`src/rtl/uart_tx_arbiter.sv`:
```
// Two-requester arbiter feeding one UART transmitter through a single output register.
// Grants are locked per message, with a round-robin pointer and a forced release after MAX_BURST bytes.
module uart_tx_arbiter #(
    parameter int DATA_BITS = 8,
    parameter int MAX_BURST = 16
) (
    input  logic                 clk,
    input  logic                 sresetn,
    input  logic                 req0_valid,
    input  logic [DATA_BITS-1:0] req0_data,
    input  logic                 req0_last,
    output logic                 req0_ready,
    input  logic                 req1_valid,
    input  logic [DATA_BITS-1:0] req1_data,
    input  logic                 req1_last,
    output logic                 req1_ready,
    output logic                 tx_valid,
    output logic [DATA_BITS-1:0] tx_data,
    input  logic                 tx_ready,
    output logic [1:0]           grant
);

    typedef enum logic [1:0] {IDLE, GRANT0, GRANT1} state_t;

    localparam logic [7:0] BURST_END = 8'(MAX_BURST - 1);

    state_t                 state_q, state_d;
    logic                   ptr_q, ptr_d;
    logic [7:0]             burst_q, burst_d;
    logic                   tx_valid_q, tx_valid_d;
    logic [DATA_BITS-1:0]   tx_data_q, tx_data_d;

    logic out_free;
    logic acc0, acc1;

    // The output register can take a new byte when empty or draining this cycle.
    assign out_free = !tx_valid_q || tx_ready;

    always_comb begin
        state_d    = state_q;
        ptr_d      = ptr_q;
        burst_d    = burst_q;
        req0_ready = 1'b0;
        req1_ready = 1'b0;
        acc0       = 1'b0;
        acc1       = 1'b0;
        case (state_q)
            IDLE: begin
                burst_d = 8'd0;
                if (req0_valid && req1_valid) begin
                    state_d = ptr_q ? GRANT1 : GRANT0;
                end else if (req0_valid) begin
                    state_d = GRANT0;
                end else if (req1_valid) begin
                    state_d = GRANT1;
                end
            end
            GRANT0: begin
                req0_ready = out_free;
                acc0       = req0_valid && out_free;
                if (acc0) begin
                    burst_d = burst_q + 8'd1;
                    if (req0_last || burst_q == BURST_END) begin
                        state_d = IDLE;
                        ptr_d   = 1'b1;
                    end
                end
            end
            GRANT1: begin
                req1_ready = out_free;
                acc1       = req1_valid && out_free;
                if (acc1) begin
                    burst_d = burst_q + 8'd1;
                    if (req1_last || burst_q == BURST_END) begin
                        state_d = IDLE;
                        ptr_d   = 1'b0;
                    end
                end
            end
            default: state_d = IDLE;
        endcase
    end

    // Accepted bytes overwrite the output register in the same edge that drains it.
    always_comb begin
        tx_valid_d = tx_valid_q;
        tx_data_d  = tx_data_q;
        if (acc0) begin
            tx_valid_d = 1'b1;
            tx_data_d  = req0_data;
        end else if (acc1) begin
            tx_valid_d = 1'b1;
            tx_data_d  = req1_data;
        end else if (tx_ready) begin
            tx_valid_d = 1'b0;
        end
    end

    always_ff @(posedge clk) begin
        if (!sresetn) begin
            state_q    <= IDLE;
            ptr_q      <= 1'b0;
            burst_q    <= 8'd0;
            tx_valid_q <= 1'b0;
            tx_data_q  <= '0;
        end else begin
            state_q    <= state_d;
            ptr_q      <= ptr_d;
            burst_q    <= burst_d;
            tx_valid_q <= tx_valid_d;
            tx_data_q  <= tx_data_d;
        end
    end

    assign tx_valid = tx_valid_q;
    assign tx_data  = tx_data_q;
    assign grant    = (state_q == GRANT0) ? 2'b01 :
                      (state_q == GRANT1) ? 2'b10 : 2'b00;

endmodule

```
`config.mk`:
```
export PLATFORM = sky130hd
export DESIGN_NAME = uart_tx_arbiter
export DESIGN_NICKNAME = d
export VERILOG_FILES = /design/src/rtl/uart_tx_arbiter.sv
export SDC_FILE = /design/constraint.sdc
export NUM_CORES = 1
export LEC_CHECK = 0
export BUFFER_PORTS_ARGS = -buffer_cell sky130_fd_sc_hd__buf_4
export CORE_MARGIN = 1.5
export CORE_UTILIZATION = 50
export CTS_BUF_LIST = sky130_fd_sc_hd__clkbuf_2 sky130_fd_sc_hd__clkbuf_4 sky130_fd_sc_hd__clkbuf_8
export CTS_CLUSTER_DIAMETER = 60
export DETAILED_ROUTE_END_ITERATION = 8
export GPL_TIMING_DRIVEN = 0
export PLACE_DENSITY_LB_ADDON = 0.25
export SYNTH_ARGS = -nofsm -noshare
export SYNTH_HDL_FRONTEND = slang
export SYNTH_SLANG_ARGS = --single-unit
```
`constraint.sdc`:
```
create_clock -name clk -period 2.7 [get_ports clk]
set_clock_uncertainty 0.15 [all_clocks]
set_input_delay 0.27 -clock clk [delete_from_list [all_inputs] [get_ports clk]]
set_output_delay 0.27 -clock clk [all_outputs]
set_load 0.02 [all_outputs]
```
Word level (Yosys, flattened, before mapping)

Index checks and enable logic that the tools add are counted.

Register bits: 20
Input port bits: 23
Output and inout port bits: 13
Logic and storage cells: 57

$add $sub $neg: 1
Equality and inequality tests: 8
Multiplexer cells: 28
Reductions and logical operators: 15

Operators with widths:

| kind                | number |
|---|---|
| $mux 8              | 4 |
| $pmux 8 s3          | 1 |
| $mux 2              | 10 |
| $mux 1              | 11 |
| $reduce_and 5->1    | 2 |
| $add 8x1->8 const B | 1 |
| $eq 8x4->1 const B  | 1 |
| $ne 2x2->1 const B  | 4 |
| $pmux 2 s3          | 1 |
| $reduce_bool 3->1   | 2 |
| $ne 4x4->1 const B  | 1 |
| $reduce_bool 2->1   | 2 |
| $logic_and 1x1->1   | 3 |
| $logic_or 1x1->1    | 3 |
| $reduce_and 3->1    | 1 |
| $eq 2x1->1 const B  | 1 |
| $eq 2x2->1 const B  | 1 |
| $logic_not 2->1     | 1 |
| $pmux 1 s2          | 1 |
| $logic_not 1->1     | 1 |

Longest topological paths before layout

Depth after elaboration: 6
Depth in mapped cells: 7
Depth with buffers taken out: 6

Least setup slack after synthesis

OpenSTA, ideal clock, no wires.

Path type: reg-to-reg
Start: register state_q[0]
End: register burst_q[7]
Setup time: 130 ps
Data arrival time: 1660 ps
Data required time: 2420 ps
Slack: 760 ps
Stages on the path, launching flop included: 8
Path buffers: 1
Clock period less this slack: 1940 ps
Cells stage by stage: dfxtp_1 > inv_1 > ha_1 > nor2_1 > o2111ai_2 > buf_2 > o41ai_1 > a21oi_1

Longest elaborated chain between the ends: 3
Elaborated cells on any way between the ends: 8
Classes of those cells: eq/ne: 4; mux: 1; reduce/logical: 3

Ends and longest elaborated chain:

| what                                                                    | RTL line | source |
|---|---|---|
| start: declaration                                                      | 27       | `state_t state_q, state_d;` |
| start signal: assignment                                                | 107      | `state_q <= state_d;` |
| $eq 2x2->1, or another cell as far along                                | 47       | `case (state_q)` |
| $ne 2x2->1 (no source line) / $reduce_bool 3->1 (equally long branches) | n/a      |  |
| $reduce_and 3->1 (no source line)                                       | n/a      |  |
| end signal: assignment                                                  | 109      | `burst_q <= burst_d;` |
| end: declaration                                                        | 29       | `logic [7:0] burst_q, burst_d;` |

Several ways; a longest one is shown, not always the timed one.
A chain may end at the register's enable or synchronous reset.

Worst setup path after layout

Same ends and word-level chain as after synthesis.

==> run metrics <==
outcome=complete, no violations; Clk pin slew, worst setup/hold paths=0.11 ns; layout filler cell count=163; first-pass GRT wire length=4120 um; post-cts sizing count=0; R2R Setup Slk=between 0.5 and 0.6 ns; CP max FO=10; final worst-path setup slack=0.575 ns; Clock Latency Late Sink=0.30 ns; n_diodes=0; ys flop type=dfxtp_1; clock buffer depth=2; syn nets=149; Inserted Clock Buffers=3; CP max stage delay=0.42 ns; worst-margin pin slew=0.446 ns; via count=1036; row count=16; post-placement cell area=0.00134 mm^2; Die X-Extent=48.7 um; post-route cell area=0.00136 mm^2; FF/Latch Area=about 400 um^2; dpl cells=182; Synth Area per Inst=8.64 um^2; critical path's slowest cell=dfxtp_1; first-iteration detailed-routing DRC count=14; Final period util=about four fifths; final hold viol count=0; largest area contributor in the netlist=dfxtp_1; Synth Cell Area=0.00105 mm^2; crit path DAT=2.15 ns; CTS Hold Bufs=0; worst IR drop on VDD=0.468 mV; vias in the first global route=between 900 and 1000; pin count of the biggest net entering global routing=11; all-layer global routing usage=between 20 and 25%; Worst Path Required=about 2.7 ns; Critical Path Start Type=flip-flop; CP Capture Type=flip-flop; initial core utilization=53.3%; Overflow after GRT=0; Yosys cell types=34; post-CTS setup buffers=0; layout cells sized above 1=about a quarter; initial antenna violation count=0; top cells by area, synth=dfxtp_1, mux2i_1, a21oi_1; RSZ-0062 raised after global routing=no; CTS root buffer=clkbuf_4; fin. max-slew vios=0; Crit Path Category=flip-flop to flip-flop; Die Span Y=48.7 um; Yosys top cell area share=38.3%; fin crit period=2.12 ns; Finished Core Util=between 60% and 70%; setup TNS=0 ns; WHS=approximately 0.1 ns; DRC Markers=0; pre-CTS setup slack=~0.57 ns; Synth Register Bits=20; Post-synth EDFFs=0; overall power=1.15 mW; worst-path cell chain=inv_1, ha_1, nor2_1, o2111ai_2, buf_2, o41ai_1, a21oi_1; Boundary Pins=36; fmax=0.471 GHz; ys async rst share=0%; core footprint=0.00196 mm^2; die area=about 0.0024 mm^2; Synth Instances=121; Buffers on Ports=34; PwrDens=~850 mW/mm^2; Nets=between 150 and 200; max-cap viol count=0; WL/cell=approximately 14 um; most common cell in the netlist=dfxtp_1; antenna viol nets, final=0; Post-Layout Cell Count=185; Final GP Congestion=0.800; HP Class=input pin to flip-flop; LEAKAGE=0.611 nW; synth warn=0; CTS tree=built; H-tree levels=1; clk sinks=20; Layout area overhead=29.8%; Max transition margin=70.1%; vias per cell=5.60; DR pass1 iterations=5; footprint of the multi-input gates=between 600 and 700 um^2; Setup violations, final=0; final wirelength=2510 um; register area share after synthesis=38.3%; Detail Placement HPWL=slightly below 2000 um; Post-synth top cells=dfxtp_1, a21oi_1, mux2i_1
[routing by layer]
layer,routed length (um),vias up,GRT usage [%]
met3,125,4,5.56
met5,0,-,0
li1,-,516,-
met1,1080,484,25.7
met4,27,0,5.71
met2,1270,32,39.3
[worst max-delay path: cells and delay by family (launching register included)]
kind / cells / cell delay, ns
AO/OA/AOI/OAI: 3 / 0.63
flip-flops: 1 / 0.42
buffers and inverters: 2 / 0.32
adder cells (fa/ha/maj): 1 / 0.29
AND/OR/NAND/NOR: 1 / 0.19
[cell usage in the layout (no fill, tap or decap)]
master | synthesis | final
a211oi_1 | 1 | 1
a21oi_1 | 13 | 13
a22oi_1 | 1 | 1
a31oi_1 | 1 | 1
and2_1 | 2 | 2
and3_1 | 1 | 1
buf_2 | 2 | 2
buf_4 | 0 | 34
clkbuf_1 | 3 | 3
clkbuf_4 | 0 | 3
dfxtp_1 | 20 | 20
ha_1 | 5 | 5
inv_1 | 6 | 6
mux2i_1 | 11 | 11
nand2_1 | 8 | 8
nand2b_1 | 4 | 4
nand2b_2 | 1 | 1
nand3_1 | 5 | 5
nand3b_1 | 1 | 1
nand4_1 | 1 | 1
nor2_1 | 6 | 6
nor4_1 | 1 | 1
o2111ai_2 | 1 | 1
o211ai_1 | 2 | 2
o21ai_0 | 8 | 8
o21ai_1 | 2 | 2
o22ai_1 | 2 | 2
o311ai_0 | 1 | 1
o31ai_1 | 2 | 2
o41ai_1 | 2 | 2
or2_1 | 1 | 1
or2_2 | 1 | 1
or3_1 | 2 | 2
or4_1 | 2 | 2
or4b_1 | 1 | 1
xor2_1 | 1 | 1
[sequential cells by signal, summed over array words and instances, names as in the netlist]
signal / cells
tx_data: 8
state_q: 2
ptr_q: 1
tx_valid: 1
burst_q: 8
[cells by family after synthesis]
family / Yosys count / synth area share (%)
flops: 20 / 38.3
compound gates: 36 / 21.1
fa+ha+maj: 5 / 5.98
buf+inv: 11 / 4.19
xor+xnor: 1 / 0.837
mux: 11 / 10.5
simple gates: 37 / 19.1
[report_power, final]
part / switching (mW) / total [mW] / internal (mW) / leakage, nW
sequential: 0.0422 / 0.398 / 0.356 / 0.163
clock: 0.0880 / 0.140 / 0.0520 / 0.0138
combinational: 0.355 / 0.614 / 0.259 / 0.435
[path summary, 6_finish.rpt]
| path | end | cells past startpoint | startpoint |
|---|---|---|---|
| worst min-delay path | tx_data[7] | 3 | req0_data[7] |
| worst max-delay path | burst_q[7] | 7 | state_q[0] |
| worst max register to register | burst_q[7] | 7 | state_q[0] |
| worst min register to register | burst_q[7] | 2 | burst_q[7] |
[final cells by class]
cell class	count	area share, %
plain buffers	5	1.57
clock buffers	3	1.66
inverters	6	1.66
multi-input cells	90	44.3
flip-flops and latches	20	29.5
well taps	27	2.49
repair buffers	34	18.8
Note: power is estimated with default switching activity, not from simulation.
